## config.mk

```make
export PLATFORM = sky130hd
export DESIGN_NAME = cache_way_ctrl_flat
export DESIGN_NICKNAME = d
export VERILOG_FILES = /design/src/rtl/cache_way_ctrl_pkg.sv /design/src/rtl/cache_way_ctrl_if.sv /design/src/rtl/cache_way_ctrl_plru_tree8.sv /design/src/rtl/cache_way_ctrl.sv /design/src/flat_wrapper.sv
export SDC_FILE = /design/constraint.sdc
export NUM_CORES = 1
export LEC_CHECK = 0
export ABC_AREA = 0
export CAP_MARGIN = 0
export CELL_PAD_IN_SITES_DETAIL_PLACEMENT = 1
export CELL_PAD_IN_SITES_GLOBAL_PLACEMENT = 2
export CORE_AREA = 5 5 268 270
export CTS_BUF_LIST = sky130_fd_sc_hd__clkbuf_2
export CTS_CLUSTER_DIAMETER = 120
export CTS_CLUSTER_SIZE = 8
export DETAILED_ROUTE_END_ITERATION = 16
export DIE_AREA = 0 0 273 275
export HOLD_SLACK_MARGIN = 0.08
export MAX_ROUTING_LAYER = met4
export PLACE_DENSITY = 0.58
export SLEW_MARGIN = 20
export SYNTH_ARGS = -nofsm -noshare
export SYNTH_HDL_FRONTEND = slang
export SYNTH_SLANG_ARGS = --single-unit
```

## constraint.sdc

```tcl
create_clock -name clk -period 4.1 [get_ports clk]
set_input_delay 0.41 -clock clk [delete_from_list [all_inputs] [get_ports clk]]
set_output_delay 0.41 -clock clk [all_outputs]
set_load 0.03 [all_outputs]
```

## src/rtl/cache_way_ctrl_pkg.sv

```systemverilog
// Shared types and constants for the 8-way cache way controller.
package cache_way_ctrl_pkg;

  localparam int WAYS   = 8;
  localparam int WAY_W  = 3;
  localparam int PLRU_W = WAYS - 1;

  // Controller sequencing states.
  typedef enum logic [2:0] {
    IDLE,
    LOOKUP,
    WRITEBACK,
    FILL,
    RESP
  } state_e;

  // Index of the lowest set bit; returns 0 for an all-zero vector.
  function automatic logic [WAY_W-1:0] lowest_set(input logic [WAYS-1:0] vec);
    logic [WAY_W-1:0] idx;
    idx = '0;
    for (int i = WAYS - 1; i >= 0; i--) begin
      if (vec[i]) idx = WAY_W'(i);
    end
    return idx;
  endfunction

  // True when more than one bit of the vector is set.
  function automatic logic multi_bit(input logic [WAYS-1:0] vec);
    return (vec & (vec - WAYS'(1))) != '0;
  endfunction

endpackage

```

## src/rtl/cache_way_ctrl_if.sv

```systemverilog
// Request / lookup / memory signal bundle between the CPU side and the controller.
interface cache_way_ctrl_if
  import cache_way_ctrl_pkg::*;
#(
  parameter int INDEX_W = 6
);

  // CPU request handshake
  logic               req_valid;
  logic               req_ready;
  logic [INDEX_W-1:0] req_index;

  // Tag-array results for the captured set
  logic [WAYS-1:0]    hit_vec;
  logic [WAYS-1:0]    valid_vec;
  logic [WAYS-1:0]    dirty_vec;

  // Line mux control
  logic [WAY_W-1:0]   sel;
  logic               mux_en;

  // Memory side
  logic               mem_req;
  logic               mem_wb;
  logic               mem_ack;
  logic               fill_we;

  // Response and status
  logic               resp_valid;
  logic               resp_hit;
  logic               err;

  // Requester / environment side
  modport master (
    output req_valid, req_index, hit_vec, valid_vec, dirty_vec, mem_ack,
    input  req_ready, sel, mux_en, mem_req, mem_wb, fill_we,
           resp_valid, resp_hit, err
  );

  // Controller side
  modport slave (
    input  req_valid, req_index, hit_vec, valid_vec, dirty_vec, mem_ack,
    output req_ready, sel, mux_en, mem_req, mem_wb, fill_we,
           resp_valid, resp_hit, err
  );

endinterface

```

## src/rtl/cache_way_ctrl_plru_tree8.sv

```systemverilog
// Combinational victim walk and access update for one 7-node tree-PLRU.
// Node 0 is the root, nodes 1-2 the middle level, nodes 3-6 the leaves' parents;
// a node value of 0 steers the victim toward the lower half of its subtree.
module plru_tree8
  import cache_way_ctrl_pkg::*;
(
  input  logic [PLRU_W-1:0] tree_i,
  input  logic [WAY_W-1:0]  way_i,
  output logic [WAY_W-1:0]  victim_o,
  output logic [PLRU_W-1:0] tree_o
);

  logic       v2;
  logic       v1;
  logic       v0;
  logic [2:0] mid_node;
  logic [2:0] low_node;
  logic [2:0] upd_mid;
  logic [2:0] upd_low;

  // Walk from the root following node values to find the victim way.
  always_comb begin
    v2       = tree_i[0];
    mid_node = 3'd1 + {2'b00, v2};
    v1       = tree_i[mid_node];
    low_node = 3'd3 + {1'b0, v2, v1};
    v0       = tree_i[low_node];
    victim_o = {v2, v1, v0};
  end

  // Point every node on the accessed way's path away from that way.
  always_comb begin
    upd_mid          = 3'd1 + {2'b00, way_i[2]};
    upd_low          = 3'd3 + {1'b0, way_i[2:1]};
    tree_o           = tree_i;
    tree_o[0]        = ~way_i[2];
    tree_o[upd_mid]  = ~way_i[1];
    tree_o[upd_low]  = ~way_i[0];
  end

endmodule

```

## src/rtl/cache_way_ctrl.sv

```systemverilog
// Cache way controller: hit detection, victim choice (invalid-first then
// tree-PLRU), optional dirty writeback, line fill and a one-cycle response.
module cache_way_ctrl
  import cache_way_ctrl_pkg::*;
#(
  parameter int NUM_SETS = 64,
  parameter int INDEX_W  = 6
) (
  input  logic             clk,
  input  logic             rst,
  cache_way_ctrl_if.slave  bus
);

  state_e             state_q,   state_d;
  logic [INDEX_W-1:0] index_q,   index_d;
  logic [WAY_W-1:0]   way_q,     way_d;
  logic               hit_q,     hit_d;
  logic               wb_done_q, wb_done_d;
  logic               err_q,     err_d;

  // One PLRU tree per set; held in flops because reset clears every tree.
  logic [PLRU_W-1:0]  plru_q [NUM_SETS];

  logic [PLRU_W-1:0]  cur_tree;
  logic [PLRU_W-1:0]  upd_tree;
  logic [WAY_W-1:0]   upd_way;
  logic [WAY_W-1:0]   plru_victim;
  logic [WAY_W-1:0]   hit_way;
  logic [WAY_W-1:0]   victim_way;
  logic               any_invalid;
  logic               plru_we;

  logic               req_ready_c;
  logic [WAY_W-1:0]   sel_c;
  logic               mux_en_c;
  logic               mem_req_c;
  logic               mem_wb_c;
  logic               fill_we_c;
  logic               resp_valid_c;
  logic               resp_hit_c;

  assign cur_tree    = plru_q[index_q];
  assign hit_way     = lowest_set(bus.hit_vec);
  assign any_invalid = (~bus.valid_vec) != '0;
  assign victim_way  = any_invalid ? lowest_set(~bus.valid_vec) : plru_victim;
  // A LOOKUP update records the hit way; a FILL update records the stored victim.
  assign upd_way     = (state_q == LOOKUP) ? hit_way : way_q;

  plru_tree8 u_plru (
    .tree_i   (cur_tree),
    .way_i    (upd_way),
    .victim_o (plru_victim),
    .tree_o   (upd_tree)
  );

  // Next-state and Moore/Mealy output decode; everything defaults to idle values.
  always_comb begin
    state_d      = state_q;
    index_d      = index_q;
    way_d        = way_q;
    hit_d        = hit_q;
    wb_done_d    = wb_done_q;
    err_d        = err_q;
    plru_we      = 1'b0;
    req_ready_c  = 1'b0;
    sel_c        = '0;
    mux_en_c     = 1'b0;
    mem_req_c    = 1'b0;
    mem_wb_c     = 1'b0;
    fill_we_c    = 1'b0;
    resp_valid_c = 1'b0;
    resp_hit_c   = 1'b0;

    case (state_q)
      IDLE: begin
        req_ready_c = 1'b1;
        if (bus.req_valid) begin
          index_d = bus.req_index;
          state_d = LOOKUP;
        end
      end

      LOOKUP: begin
        if (bus.hit_vec != '0) begin
          way_d   = hit_way;
          hit_d   = 1'b1;
          plru_we = 1'b1;
          if (multi_bit(bus.hit_vec)) err_d = 1'b1;
          state_d = RESP;
        end else begin
          way_d     = victim_way;
          hit_d     = 1'b0;
          wb_done_d = 1'b0;
          if (bus.valid_vec[victim_way] && bus.dirty_vec[victim_way]) begin
            state_d = WRITEBACK;
          end else begin
            state_d = FILL;
          end
        end
      end

      WRITEBACK: begin
        // After the ack, one extra cycle with mem_req low separates the
        // writeback from the fill request.
        sel_c = way_q;
        if (!wb_done_q) begin
          mem_req_c = 1'b1;
          mem_wb_c  = 1'b1;
          mux_en_c  = 1'b1;
          if (bus.mem_ack) wb_done_d = 1'b1;
        end else begin
          wb_done_d = 1'b0;
          state_d   = FILL;
        end
      end

      FILL: begin
        sel_c     = way_q;
        mem_req_c = 1'b1;
        if (bus.mem_ack) begin
          fill_we_c = 1'b1;
          plru_we   = 1'b1;
          state_d   = RESP;
        end
      end

      RESP: begin
        sel_c        = way_q;
        mux_en_c     = 1'b1;
        resp_valid_c = 1'b1;
        resp_hit_c   = hit_q;
        state_d      = IDLE;
      end

      default: state_d = IDLE;
    endcase
  end

  // Controller state registers; reset abandons any transaction in flight.
  always_ff @(posedge clk) begin
    if (rst) begin
      state_q   <= IDLE;
      index_q   <= '0;
      way_q     <= '0;
      hit_q     <= 1'b0;
      wb_done_q <= 1'b0;
      err_q     <= 1'b0;
    end else begin
      state_q   <= state_d;
      index_q   <= index_d;
      way_q     <= way_d;
      hit_q     <= hit_d;
      wb_done_q <= wb_done_d;
      err_q     <= err_d;
    end
  end

  // PLRU tree storage: cleared on reset, written back for the captured set.
  always_ff @(posedge clk) begin
    if (rst) begin
      for (int s = 0; s < NUM_SETS; s++) plru_q[s] <= '0;
    end else if (plru_we) begin
      plru_q[index_q] <= upd_tree;
    end
  end

  assign bus.req_ready  = req_ready_c;
  assign bus.sel        = sel_c;
  assign bus.mux_en     = mux_en_c;
  assign bus.mem_req    = mem_req_c;
  assign bus.mem_wb     = mem_wb_c;
  assign bus.fill_we    = fill_we_c;
  assign bus.resp_valid = resp_valid_c;
  assign bus.resp_hit   = resp_hit_c;
  assign bus.err        = err_q;

endmodule

```

## src/flat_wrapper.sv

```systemverilog
// flat-port wrapper written by rule: the top's interface ports become plain ports
module cache_way_ctrl_flat import cache_way_ctrl_pkg::*;
#(
  parameter int NUM_SETS = 64,
  parameter int INDEX_W  = 6
)
  (clk, rst, bus_req_valid, bus_req_index, bus_hit_vec, bus_valid_vec, bus_dirty_vec, bus_mem_ack, bus_req_ready, bus_sel, bus_mux_en, bus_mem_req, bus_mem_wb, bus_fill_we, bus_resp_valid, bus_resp_hit, bus_err);
  cache_way_ctrl_if #(.INDEX_W(INDEX_W)) bus_i ();
  input  logic clk;
  input  logic rst;
  input wire logic [$bits(bus_i.req_valid)-1:0] bus_req_valid;
  input wire logic [$bits(bus_i.req_index)-1:0] bus_req_index;
  input wire logic [$bits(bus_i.hit_vec)-1:0] bus_hit_vec;
  input wire logic [$bits(bus_i.valid_vec)-1:0] bus_valid_vec;
  input wire logic [$bits(bus_i.dirty_vec)-1:0] bus_dirty_vec;
  input wire logic [$bits(bus_i.mem_ack)-1:0] bus_mem_ack;
  output wire logic [$bits(bus_i.req_ready)-1:0] bus_req_ready;
  output wire logic [$bits(bus_i.sel)-1:0] bus_sel;
  output wire logic [$bits(bus_i.mux_en)-1:0] bus_mux_en;
  output wire logic [$bits(bus_i.mem_req)-1:0] bus_mem_req;
  output wire logic [$bits(bus_i.mem_wb)-1:0] bus_mem_wb;
  output wire logic [$bits(bus_i.fill_we)-1:0] bus_fill_we;
  output wire logic [$bits(bus_i.resp_valid)-1:0] bus_resp_valid;
  output wire logic [$bits(bus_i.resp_hit)-1:0] bus_resp_hit;
  output wire logic [$bits(bus_i.err)-1:0] bus_err;
  assign bus_i.req_valid = bus_req_valid;
  assign bus_i.req_index = bus_req_index;
  assign bus_i.hit_vec = bus_hit_vec;
  assign bus_i.valid_vec = bus_valid_vec;
  assign bus_i.dirty_vec = bus_dirty_vec;
  assign bus_i.mem_ack = bus_mem_ack;
  assign bus_req_ready = bus_i.req_ready;
  assign bus_sel = bus_i.sel;
  assign bus_mux_en = bus_i.mux_en;
  assign bus_mem_req = bus_i.mem_req;
  assign bus_mem_wb = bus_i.mem_wb;
  assign bus_fill_we = bus_i.fill_we;
  assign bus_resp_valid = bus_i.resp_valid;
  assign bus_resp_hit = bus_i.resp_hit;
  assign bus_err = bus_i.err;
  cache_way_ctrl #(.NUM_SETS(NUM_SETS), .INDEX_W(INDEX_W)) u_core (.clk(clk), .rst(rst), .bus(bus_i));
endmodule
```

==> reports/qor.yml, run 1 <==
max_freq_ghz: 0.258
tightest_slew_ns: 1.08
instances_no_fill: 2674
critPathKind: "register to register"
rr_worst_depth: 11
rr_endpoint: "u_core.state_q[0]"
track_usage_pct: 18.5
multiInputGateArea_sq_um: 6970
p_leak_nw: 8.47
synth_seq_area_share_pct: 65.3
synth_seq_cells: 469
io_buffers: 44
vias: 13500
synth_fp_nets: 1604
dr.first_iter.drc_count: 972
synth-edff-count: 448
min_path_type: "input pin to register"
status: "finished, final reports clean"
cts_tree: "built"
syn_to_final_growth_pct: 13.9
crit_path_start_kind: "register"
cts_num_sinks: 469
fp.dieArea_sq_um: 75100
grt_start_max_net_pins: 81
path_max_fanout: 31
dr.max_layer_used: "met4"
postCtsSetupRepairBufs: 0
min_path_cells: 4
synth_cell_types: 65
setup_tns_ns: 0
wl_met2_microns: 31400
grt_pass1_wl_microns: 98300
rsz0062_at_grt: "no"
yosys_warnings: 0
min_period_over_period_pct: 94.5
num_rows: 97
critPathArrivalTime_ns: 4.81
powerDensity_nw_per_um2: 386
start_util_pct: 30.7
synthFlopType: "edfxtp_1"
drc: 0
wl_met3_microns: 3240
max-slew-margin-rel_pct: 27.4
cts_buffers: 68
required_ns: 5.04
worst_hold_path.endpoint: "u_core.bus.err"
setup_viol_count_final: 0
die_x_microns: 273
via_per_inst: 5.05
hold_buffers: 14
h-tree-depth: 3
register_area_sq_um: 13900
wl_per_cell_microns: 25.3
m1WireLength_microns: 31100
clkTransAtPathRegs_ns: 0.18
synth_area_leaders: "edfxtp_1 (63%), mux4_2 (9.8%), nor2_1 (8.7%)"
cts_resized: 0
placed_cells: 2567
drv_cap: 0
period_needed_ns: 3.87
drive_above_1_share_pct: 19.1
insertion_delay_ns: 1.09
firstDrtPassIters: 8
fill_cells: 7338
synth.most_common_cell: "nor2_1"
dp_hpwl_microns: 45300
endpoint_kind: "register"
final_nets: 1749
postRouteAntennaNets: 0
core_sq_um: 69300
globalplace.congestion: 0.812
maxSlewViolCount: 0
overflow: 0
synth.cells.most_frequent: "nor2_1 (491), edfxtp_1 (448), nand2_1 (93), mux4_2 (92), nand2b_1 (75)"
synthCells: 1566
peakVddDrop_uv: 152
ios: 45
die_y_microns: 275
grt_pass1_vias: 14200
root_buffer: "clkbuf_2"
netlist_area_sq_um: 21200
clk_path_buf_depth: 3
synth-async-reset-ratio_pct: 0
yosys.area.top_type: "edfxtp_1"
wl_microns: 67700
post_synth.cell_area_avg_sq_um: 13.6
antenna_found_initial: 2
skew_ns: 0.124
synth_top_area_share_pct: 63.3
rrSetupSlack_ns: 0.23
hold_path_startpoint: "bus_hit_vec[5]"
final-hold-violation-count: 0
==> layout by cell type (no fill, tap or decap), types with 5 or more instances in the layout <==
master	count
a211oi_1	5
a21oi_1	19
a221oi_1	5
a22oi_1	9
buf_12	14
buf_4	101
clkbuf_2	86
clkdlybuf4s50_1	43
dfxtp_1	18
dlygate4sd3_1	14
edfxtp_1	448
inv_1	6
mux2_2	10
mux2i_1	42
mux2i_4	7
mux4_1	13
mux4_2	92
nand2_1	93
nand2b_1	75
nand3_1	13
nor2_1	489
nor2b_1	14
nor3_1	15
o21ai_0	6
o22ai_1	13
==> cell type report <==
class | instances | share of cell area [%]
Timing Repair Buffer | 173 | 6.67
Multi-Input combinational cell | 992 | 28.8
Clock buffer | 86 | 1.78
Inverter | 7 | 0.109
Antenna cell | 2 | 0.0207
Sequential cell | 469 | 57.4
Tap cell | 940 | 4.86
Clock inverter | 5 | 0.408
==> kinds of logic after synthesis <==
| group | share of synthesized area (%) |
|---|---|
| compound gates | 3.09 |
| fa+ha+maj | 0.283 |
| buf+inv | 2.48 |
| flops | 65.3 |
| mux | 14.4 |
| simple gates | 14.5 |
==> state kept, by name (all words and copies together) (netlist names), named ones only <==
name	count
u_core.index_q	6
u_core.wb_done_q	1
u_core.way_q	3
u_core.plru_q	448
u_core.bus.err	1
u_core.state_q	3
u_core.hit_q	1
==> metal layers <==
metal | GRT usage [%] | up-vias
met4 | 6.16 | 0
li1 | - | 6029
met2 | 28.8 | 354
met1 | 24.9 | 7026
met5 | - | -
met3 | 3.10 | 97
==> worst max-delay path: stages (launching register included) <==
cell	delay [ns]
dfxtp_4	0.54
buf_12	0.29
mux4_1	0.66
mux4_2	0.47
nand2b_1	0.17
o211ai_1	0.21
nand2_1	0.15
mux2_2	0.34
o22ai_1	0.37
mux2i_1	0.25
o32ai_1	0.11
a211o_1	0.22
==> report_power, final <==
| part | leakage (nW) | internal, W | total [W] | switching, W |
|---|---|---|---|---|
| logic | 3.26 | 0.000507 | 0.00145 | 0.000938 |
| clock network | 0.408 | 0.000732 | 0.00239 | 0.00165 |
| registers | 4.80 | 0.00539 | 0.00550 | 0.000108 |
| total | 8.47 | 0.00663 | 0.00933 | 0.00270 |
==> stage by stage <==
step / hold WS (ns) / worst slack (ns) / cell area, sq um / power [W] / util [%]
2_1_floorplan: 0.464 / 0.799 / 21200 / 0.00635 / -
3_3_place_gp: 0.486 / 0.337 / 23500 / 0.00706 / 33.9
3_5_place_dp: 0.489 / 0.282 / 23500 / 0.00707 / 33.9
4_1_cts: 0.0866 / 0.279 / 24200 / 0.00950 / 34.9
5_1_grt: 0.221 / 0.0838 / 24200 / 0.00976 / 34.9
6_report: 0.243 / 0.226 / 24200 / 0.00933 / 34.9
==> how the worst max path moves through the flow <==
stage,end,cells past startpoint,start
2_1_floorplan,u_core.state_q[0],14,register
4_1_cts,u_core.state_q[0],11,register
3_3_place_gp,u_core.state_q[0],11,register
3_5_place_dp,u_core.state_q[0],11,register
5_1_grt,u_core.state_q[0],11,register
6_report,u_core.state_q[0],11,register
Power figures use the tool's default switching activity.
==> run 2, diff against run 1 <==
--- a/config.mk
+++ b/config.mk
@@ -6,7 +6,6 @@
 export NUM_CORES = 1
 export LEC_CHECK = 0
 export ABC_AREA = 0
-export CAP_MARGIN = 0
 export CELL_PAD_IN_SITES_DETAIL_PLACEMENT = 1
 export CELL_PAD_IN_SITES_GLOBAL_PLACEMENT = 2
 export CORE_AREA = 5 5 268 270
==> constraint.sdc (replaced) <==
create_clock -name clk -period 4.2 [get_ports clk]
set_input_delay 0.42 -clock clk [delete_from_list [all_inputs] [get_ports clk]]
set_output_delay 0.42 -clock clk [all_outputs]
set_load 0.03 [all_outputs]
==> run 2 against run 1 <==
  * Hold slack better by 0.021 ns
  * Critical endpoint unchanged
  * Clock power is 11% lower
  * Largest power group unchanged
  * First-iteration DRC count is 0.21% lower
  * Utilization is 0.42 points lower
  * Final cell count is 1.1% lower
  * Critical path type unchanged
  * Flip-flop and latch count stayed put
  * Non-clock buffer count is 22 lower
  * Power is 4.7% lower
  * Sequential power is 2% lower
  * Clock skew hardly changed
==> reports/qor.yml, run 2 (synthesis results as in run 1) <==
status: "finished, final reports clean"
holdWs_ns: 0.264
critPathSlowestCell: "dfxtp_4"
required_ns: 5.14
final-hold-violation-count: 0
num_rows: 97
cts_tree: "built"
use_met2_pct: 29.8
wl_microns: 68100
regMostFlops: "u_core.plru_q"
postCtsSetupRepairBufs: 0
wl_per_cell_microns: 25.8
setup_tns_ns: 0
max-slew-margin-rel_pct: 37.6
p_leak_nw: 8.31
layout_common_cells: "nor2_1 (489), edfxtp_1 (448), nand2_1 (93), mux4_2 (92), clkbuf_2 (82)"
max_freq_ghz: 0.258
postRouteAntennaNets: 0
crit_path_start_kind: "register"
vias: 13400
period_needed_ns: 3.88
met1_usage_pct: 25.7
fp.dieArea_sq_um: 75100
overflow: 0
crit_chain: "buf_4, nor2b_1, a22o_1, o21ai_0, nand4_1, o41ai_2, mux2_4, o22ai_1, mux2i_1, o32ai_1, a211o_1"
drive_above_1_share_pct: 17.5
min_path_type: "input pin to register"
syn_to_final_growth_pct: 12.5
final_common_cell: "nor2_1"
tightest_slew_ns: 0.935
grt_pass1_vias: 14200
critPathArrivalTime_ns: 4.82
via_per_inst: 5.07
final_util_pct: 34.5
peakVddDrop_uv: 130
die_x_microns: 273
h-tree-depth: 3
powerDensity_nw_per_um2: 372
skew_ns: 0.124
insertion_delay_ns: 1.10
path_max_fanout: 40
cts_buffers: 68
endpoint_kind: "register"
met3_usage_pct: 2.56
drv_cap: 0
cts_resized: 0
track_usage_pct: 18.7
firstDrtPassIters: 7
cts_num_sinks: 469
grt_start_max_net_pins: 53
max_stage_delay_ns: 0.88
dp_hpwl_microns: 45300
largest_register_ffs: 448
io_buffers: 44
final_nets: 1727
grt_pass1_wl_microns: 99600
dr.first_iter.drc_count: 970
ios: 45
setup_viol_count_final: 0
fill_cells: 7296
die_y_microns: 275
root_buffer: "clkbuf_2"
reg_top3: "u_core.plru_q: 448 flops, u_core.index_q: 6 flops"
clk_path_buf_depth: 3
globalplace.congestion: 0.808
core_sq_um: 69300
clkTransAtPathRegs_ns: 0.18
critPathKind: "register to register"
start_util_pct: 30.7
rsz0062_at_grt: "no"
maxSlewViolCount: 0
antenna_found_initial: 1
drc: 0
min_period_over_period_pct: 92.3
grt.busiest_layer: "met2"
run 2: metrics by stage:
stage / setup slack [ns] / total power, W / std cells / area (sq um)
detailed placement: 0.313 / 0.00688 / 2542 / 23300
finish: 0.324 / 0.00890 / 2644 / 23900
global placement: 0.392 / 0.00687 / 2542 / 23300
global route: 0.191 / 0.00931 / 2644 / 23900
CTS: 0.337 / 0.00905 / 2643 / 23900
floorplan: 0.899 / 0.00619 / 1566 / 21200
run 2: report_power, final:
group	leakage [nW]	internal [W]	switching, W
Combinational	3.16	0.000484	0.000919
Sequential	4.80	0.00526	0.000101
Clock	0.349	0.000504	0.00163
run 2: layer usage:
layer | wire (microns) | vias up
met2 | 32400 | 298
met1 | 31900 | 7061
met5 | 0 | -
li1 | - | 5973
met4 | 1030 | 0
met3 | 2770 | 67
run 2: layout make-up:
| class | count | area, sq um | area share (%) |
|---|---|---|---|
| multi-input cells | 992 | 6970 | 29.2 |
| diodes | 1 | 2.50 | 0.0105 |
| flip-flops and latches | 469 | 13900 | 58.1 |
| well taps | 940 | 1180 | 4.92 |
| clock buffers | 82 | 410 | 1.72 |
| clock inverters | 2 | 8.76 | 0.0366 |
| inverters | 7 | 26.3 | 0.110 |
| repair buffers | 151 | 1430 | 5.99 |
run 2: path summary, 6_finish.rpt:
| kind | start | end | slack (ns) | cells past startpoint |
|---|---|---|---|---|
| setup / recovery | register | u_core.state_q[0] | 0.32 | 11 |
| hold / removal | bus_valid_vec[5] | u_core.state_q[0] | 0.26 | 5 |
| setup reg to reg | register | u_core.state_q[0] | 0.32 | 11 |
| hold reg to reg | u_core.hit_q | u_core.hit_q | 0.52 | 2 |
run 2: worst max-delay path: cells and delay by family, from the launching register on:
family / cells / cell delay (ns)
AOI/OAI and AO/OA: 6 / 1.24
buffers and inverters: 1 / 0.29
DFF: 1 / 0.88
muxes: 2 / 0.60
and+or+nand+nor: 2 / 0.74
run 2: what timing repair did:
action                                 4_1_cts  5_1_grt
setup endpoints to repair                    0        0
endpoints found under the hold margin       21        0
hold buffers                                17        0
==> run 3, diff against run 2 <==
--- a/config.mk
+++ b/config.mk
@@ -5,7 +5,6 @@
 export SDC_FILE = /design/constraint.sdc
 export NUM_CORES = 1
 export LEC_CHECK = 0
-export ABC_AREA = 0
 export CELL_PAD_IN_SITES_DETAIL_PLACEMENT = 1
 export CELL_PAD_IN_SITES_GLOBAL_PLACEMENT = 2
 export CORE_AREA = 5 5 268 270
==> results of run 3 <==
No change in the layout: final DEF, timing and power equal those of run 2.
